<file path="config.mk">
export PLATFORM = sky130hd
export DESIGN_NAME = mux_n_1_reg
export DESIGN_NICKNAME = d
export VERILOG_FILES = /design/src/rtl/mux_n_1_reg.sv
export SDC_FILE = /design/constraint.sdc
export NUM_CORES = 1
export LEC_CHECK = 0
export CORE_ASPECT_RATIO = 0.75
export CORE_UTILIZATION = 38
export CTS_BUF_LIST = sky130_fd_sc_hd__clkbuf_8
export DETAILED_ROUTE_END_ITERATION = 6
export PLACE_DENSITY = 0.82
export SYNTH_ARGS = -nofsm -noshare
export SYNTH_HDL_FRONTEND = slang
export SYNTH_SLANG_ARGS = --single-unit
export TNS_END_PERCENT = 10
</file>
<file path="constraint.sdc">
create_clock -name clk -period 1.97 [get_ports clk]
set_clock_uncertainty 0.1 [all_clocks]
set_input_delay 0.394 -clock clk [delete_from_list [all_inputs] [get_ports clk]]
set_output_delay 0.394 -clock clk [all_outputs]
set_load 0.1 [all_outputs]
</file>
<file path="src/rtl/mux_n_1_reg.sv">
// N:1 valid/ready multiplexer with a single registered output stage; fixed or round-robin select.
// Optional MUX_XFER_CNT_EN adds a 16-bit count of accepted input transfers on xfer_cnt.
module mux_n_1_reg #(
    parameter int WIDTH    = 8,
    parameter int CHANNELS = 4,
    parameter int SEL_W    = 2
) (
    input  logic                      clk,
    input  logic                      rst,
    input  logic [CHANNELS*WIDTH-1:0] in_data,
    input  logic [CHANNELS-1:0]       in_valid,
    output logic [CHANNELS-1:0]       in_ready,
    input  logic [SEL_W-1:0]          sel,
    input  logic                      mode,
    output logic [WIDTH-1:0]          out_data,
    output logic [SEL_W-1:0]          out_ch,
    output logic                      out_valid,
`ifdef MUX_XFER_CNT_EN
    output logic [15:0]               xfer_cnt,
`endif
    input  logic                      out_ready
);

    logic                out_valid_q, out_valid_d;
    logic [WIDTH-1:0]    out_data_q, out_data_d;
    logic [SEL_W-1:0]    out_ch_q, out_ch_d;
    logic [SEL_W-1:0]    rr_ptr_q, rr_ptr_d;

    logic                can_load, grant, tgt_ok, xfer;
    logic [SEL_W-1:0]    g;
    logic [CHANNELS-1:0] rot;
    int                  idx;

    assign can_load = !out_valid_q || out_ready;
    assign xfer     = grant && can_load;

    // Grant selection. In fixed mode the selected channel is offered ready even
    // when it is not valid; in round-robin only the winning valid channel is.
    always_comb begin
        grant  = 1'b0;
        tgt_ok = 1'b0;
        g      = '0;
        idx    = 0;
        rot    = CHANNELS'({in_valid, in_valid} >> rr_ptr_q);
        if (!mode) begin
            for (int k = 0; k < CHANNELS; k++) begin
                if (SEL_W'(k) == sel) begin
                    tgt_ok = 1'b1;
                    grant  = in_valid[k];
                    g      = sel;
                end
            end
        end else begin
            for (int k = 0; k < CHANNELS; k++) begin
                if (!grant && rot[k]) begin
                    grant = 1'b1;
                    idx   = int'(rr_ptr_q) + k;
                    if (idx >= CHANNELS) idx = idx - CHANNELS;
                    g     = SEL_W'(idx);
                end
            end
            tgt_ok = grant;
        end
    end

    always_comb begin
        for (int k = 0; k < CHANNELS; k++)
            in_ready[k] = !rst && tgt_ok && can_load && (g == SEL_W'(k));
    end

    always_comb begin
        out_valid_d = out_valid_q;
        out_data_d  = out_data_q;
        out_ch_d    = out_ch_q;
        rr_ptr_d    = rr_ptr_q;
        if (can_load) out_valid_d = grant;
        if (xfer) begin
            out_data_d = in_data[int'(g)*WIDTH +: WIDTH];
            out_ch_d   = g;
            if (mode) rr_ptr_d = (int'(g) == CHANNELS-1) ? '0 : g + 1'b1;
        end
    end

    always_ff @(posedge clk) begin
        if (rst) begin
            out_valid_q <= 1'b0;
            out_data_q  <= '0;
            out_ch_q    <= '0;
            rr_ptr_q    <= '0;
        end else begin
            out_valid_q <= out_valid_d;
            out_data_q  <= out_data_d;
            out_ch_q    <= out_ch_d;
            rr_ptr_q    <= rr_ptr_d;
        end
    end

    assign out_valid = out_valid_q;
    assign out_data  = out_data_q;
    assign out_ch    = out_ch_q;

`ifdef MUX_XFER_CNT_EN
    logic [15:0] cnt_q, cnt_d;

    assign cnt_d = xfer ? cnt_q + 16'd1 : cnt_q;

    always_ff @(posedge clk) begin
        if (rst) cnt_q <= '0;
        else     cnt_q <= cnt_d;
    end

    assign xfer_cnt = cnt_q;
`endif

endmodule

</file>
Word-level counts from Yosys, hierarchy flattened --
Cells that the tools add are included.
Cells by class: add/sub/neg operators 8, $mul 0, divide/modulo/power cells 0, $lt $le $gt $ge 4, equality and inequality tests 7, shift operators 2, mux-type cells 31, bitwise operators 0, reduce and logical (&&, ||, !) cells 19
Operators with widths (number):
- variable part select 32 x 6 -> 8 bit | 1
- 2-to-1 mux 2 bit | 14
- 2-to-1 mux 1 bit | 17
- logical AND 1 bit | 10
- greater-or-equal comparator 3 bit, second input constant | 3
- >> shifter 8 x 2 -> 4 bit | 1
- subtractor 2 x 1 -> 2 bit, second input constant | 4
- adder 2 x 2 -> 3 bit, second input constant | 2
- logical NOT 1 bit | 5
- equality test 2 x 1 -> 1 bit, second input constant | 2
- equality test 2 bit, first input constant | 2
- equality test 2 bit, second input constant | 2
- logical NOT 2 bit | 2
- adder 2 x 1 -> 3 bit, second input constant | 1
- greater-or-equal comparator 2 x 3 -> 1 bit, second input constant | 1
- adder 2 x 1 -> 2 bit, second input constant | 1
- equality test 1 x 2 -> 1 bit, first input constant | 1
- AND reduction 2 bit | 1
- logical OR 1 bit | 1
Word-level totals: register bits 13, bits in latches 0, RAM bits 0, ROM bits 0, input port bits 42, output and inout bits 15, word-level logic and storage cells 75, memories kept 0

Longest topological paths before layout --
word-level depth 18, depth in mapped cells 6, depth with buffers taken out 5

Least setup slack after synthesis --
No wires, ideal clock.
kind register to output, from register out_valid_q (netlist: out_valid), to output in_ready[0], data arrival time 2.471 ns, data required time 1.476 ns, path slack -0.995 ns, cell stages (with the launch flop) 5, buffers on the path 0, path through dfxtp_1 nor2b_1 nor2_1 o21ai_1 nor2_1
On the way: word-level cells in the longest chain between the ends 4
Ends and longest elaborated chain:
- start: declaration | line 24 | logic out_valid_q, out_valid_d;
- start signal: assignment | line 91 | out_valid_q <= out_valid_d;
- logical NOT 1 bit | line 34 | assign can_load = !out_valid_q || out_ready;
- logical OR 1 bit | line 34
- logical AND 1 bit (2 in series) | line 68 | in_ready[k] = !rst && tgt_ok && can_load && (g == SEL_W'(k));
- end: declaration | line 12 | output logic [CHANNELS-1:0] in_ready,
No other way between the ends.

Worst setup path in the final report --
from input in_valid[3], to output in_ready[0]
On the way: word-level cells in the longest chain between the ends 18, elaborated cells on any way between the ends 24, those cells by class shift (1); mux (13); reduce/logical (10)
Ends and longest elaborated chain:
- start: declaration | line 11 | input logic [CHANNELS-1:0] in_valid,
- >> shifter 8 x 2 -> 4 bit * | line 44 | rot = CHANNELS'({in_valid, in_valid} >> rr_ptr_q);
- 2-to-1 mux 1 bit | line 55 | if (!grant && rot[k]) begin
- 2-to-1 mux 1 bit | line 45 | if (!mode) begin
- logical NOT 1 bit | line 55
- logical AND 1 bit | line 55
- 2-to-1 mux 1 bit | line 55
- 2-to-1 mux 1 bit | line 45
- logical NOT 1 bit | line 55
- logical AND 1 bit | line 55
- 2-to-1 mux 1 bit | line 55
- 2-to-1 mux 1 bit | line 45
- logical NOT 1 bit | line 55
- logical AND 1 bit | line 55
- 2-to-1 mux 1 bit | line 55
- 2-to-1 mux 1 bit | line 45
- logical AND 1 bit (2 in series) | line 68
- logical AND 1 bit * | line 68
Mark *: on every way between the ends. The rest lies on a longest branch, timed or not. The select of a mux whose other input is x is not followed.

==> results_dict.tcl <==
set metrics [dict create \
    port_buffers 56 \
    synthesis.area_um2 931 \
    r2r-end "out_data[5]" \
    crit_buf_inv 4 \
    p_seq_share_pct 25.2 \
    synth_warnings 0 \
    die_x_um 59.2 \
    r2r-start "rr_ptr_q[0]" \
    cp.depth 8 \
    numCtsBuffers 3 \
    avgSynthCellArea_um2 9.31 \
    grt_max_degree 19 \
    ys_ff_latch 13 \
    htreeDepth 1 \
    switching_power_w 0.000564 \
    clkPwrFrac_pct 18.5 \
    post-route-period-util_pct 108 \
    dp_hpwl_um 2920 \
    finalPower_w 0.00132 \
    initial_utilization_pct 40.3 \
    cp_slowest_cell "o41ai_4" \
    max_cap_viol_count 0 \
    cp_top_family "compound AO/OA/AOI/OAI gates" \
    n_antenna_cell 0 \
    p_int_w 0.000759 \
    place_ws_ns -0.557 \
    critPathLaunchType "input port" \
    crit_required_ns 1.48 \
    violations "negative setup slack" \
    route.vias.total 1263 \
    layout-drive-gt1-share_pct 39.4 \
    synth_area_leaders "dfxtp_1, mux2i_1, o221ai_1" \
    async_flop_share_pct 0 \
    grt_usage_pct 36.0 \
    first_pass_iters 7 \
    grt_overflow 0 \
    rr_worst_depth 6 \
    setup_viol 5 \
    status "finished, violations left" \
    synth_top_area_share_pct 28.0 \
    grt_first_pass_wirelength_um 6620 \
    ys_seq_area_share_pct 28.0 \
    ios 57 \
    yosysTopAreaCell "dfxtp_1" \
    routabilityCongestion 0.873 \
    timing.reg2reg.setup_slack_ns 0.02 \
    crit_end "in_ready[0]" \
    critPathKind "input port to output port" \
    avgViaCountPerCell 5.90 \
    antenna_found_initial 0 \
    hold_path_class "flip-flop to flip-flop" \
    fp.coreArea_mm2 0.00231 \
    critPathLaunch "in_valid[3]" \
    clock_sinks 13 \
    setup_slack_ns -0.150 \
    max_freq_mhz 472 \
    antenna_left 0 \
    nets 223 \
    syn_nets 142 \
    fin_area_mm2 0.00200 \
    synth-edff-count 0 \
    p_leak_nw 0.832 \
    worstPathMaxFanout 3 \
    drc 0 \
    clkLatencyLatePin_ns 0.25 \
    hold_buffers 0 \
    cp.arrival_ns 1.63 \
    drv_slew 0 \
    rsz0062_at_grt "yes" \
    ir_worst_vdd_uv 626 \
    clk_pin_slew_worst_paths_ns 0.05 \
    post_drt_wl_per_cell_um 20.9 \
    pwr-share-comb_pct 56.3 \
    power-per-cell-area_mw_per_mm2 661 \
    swShare_pct 42.6 \
    synth_cells 100 \
    synth_cell_types 35 \
    worst_pin_slew_ns 0.511 \
    fp.dieH_um 44.9 \
    die_area_mm2 0.00265 \
    drtIter0Drc 104 \
    period_minus_slack_ns 2.12 \
    fin_setup_tns_ns -0.496 \
    cts_buffer_depth 2 \
    synthFlopType "dfxtp_1" \
    area_growth_pct 115 \
    cts_tree "built" \
    first_global_vias 1270 \
    critPathMaxStageDelay_ns 0.41 \
    final-hold-violation-count 0 \
    nFillCells 115 \
    end_kind "output port" \
    totalWireLength_um 4480 \
    placed_cell_area_mm2 0.00184 \
    min_path_cells 2 \
    layout.cells.non_filler 214 \
    relSlewSlack_pct 65.6 \
    rows 15 \
    dp.cells 207 \
    cp_cell_sequence "buf_8, buf_6, o41ai_4, a31oi_1, o21ai_1, buf_4, nor2_4, buf_12" \
    clockRootBuffer "clkbuf_8" \
]
[power by group through the flow]
stage                     Clock [W]  Combinational [W]  Sequential, W
after global routing       0.000253           0.000768       0.000336
final                      0.000244           0.000745       0.000334
after CTS                  0.000246           0.000722       0.000332
after global placement            0           0.000678       0.000331
after floorplan                   0           0.000207       0.000507
after detailed placement          0           0.000692       0.000335
[worst min path at each step]
stage	from	slack, ns	end
after floorplan	rr_ptr_q[1]	0.41	rr_ptr_q[1]
after global placement	out_data[6]	0.41	out_data[6]
after detailed placement	out_data[4]	0.43	out_data[4]
after CTS	out_data[0]	0.44	out_data[0]
after global routing	out_data[2]	0.48	out_data[2]
final	out_data[3]	0.45	out_data[3]
[worst min-delay path, stage by stage, from the launching register on]
cell,delay (ns)
dfxtp_1,0.38
nand2_1,0.07
o221ai_1,0.06
[Yosys cell counts (2+ instances only)]
| master | count |
|---|---|
| and3_1 | 2 |
| a31oi_1 | 2 |
| nor2b_1 | 6 |
| nor2_1 | 8 |
| nand3_1 | 2 |
| nand2_1 | 10 |
| buf_4 | 2 |
| mux2i_1 | 19 |
| o221ai_1 | 8 |
| dfxtp_1 | 13 |
| a211oi_1 | 2 |
| o21ai_1 | 3 |
[logic make-up after synthesis]
family | Yosys count | share of synthesized area [%]
AO/OA/AOI/OAI | 25 | 25.8
flip-flops | 13 | 28.0
AND/OR/NAND/NOR | 37 | 21.2
multiplexers | 20 | 21.6
XOR/XNOR | 1 | 0.941
buffers and inverters | 4 | 2.42
[what timing repair did]
| action | 4_1_cts | 5_1_grt |
|---|---|---|
| buffers inserted | 4 | 0 |
| pin swaps | 11 | 1 |
| resized for setup | 45 | 5 |
| setup endpoints to repair | 15 | 13 |
[per-stage QoR]
stage,hold WS [ns],util (%)
after floorplan,0.406,-
after CTS,0.443,86.2
after global routing,0.479,86.7
final,0.449,86.7
after global placement,0.409,79.8
after detailed placement,0.426,79.8
[layer usage]
| metal | global-route usage [%] | part of all wire, % |
|---|---|---|
| met5 | 0 | 0 |
| met4 | 22.4 | 5.7 |
| met3 | 10.0 | 6.6 |
| met2 | 58.9 | 48 |
| met1 | 42.3 | 39 |
[cell usage in the layout (no fill, tap or decap), types with 2 or more instances in the layout]
master,Yosys,layout
a211oi_1,2,2
a31o_4,0,2
and3_4,0,2
buf_12,0,15
buf_4,2,20
buf_6,0,6
clkbuf_8,0,3
clkdlybuf4s50_1,0,33
dfxtp_1,13,10
dfxtp_4,0,2
dlygate4sd2_1,0,3
mux2i_1,19,19
nand2_1,10,10
nor2_1,8,6
nor2_4,0,2
nor2b_1,6,3
nor2b_4,0,2
o21ai_1,3,2
o21bai_2,1,2
o221ai_1,8,8
[area by class of cell]
cell class | count | area, um^2 | area share (%)
multi-input cells | 83 | 738 | 36.9
repair buffers | 80 | 906 | 45.3
clock inverters | 1 | 3.75 | 0.188
flip-flops and latches | 13 | 269 | 13.4
well taps | 34 | 42.5 | 2.13
clock buffers | 3 | 41.3 | 2.06
[flip-flops by register name, indices dropped and copies added, names as in the netlist]
register and count:
out_data 8, out_valid 1, rr_ptr_q 2, out_ch 2
(Power assumes the default switching activity.)
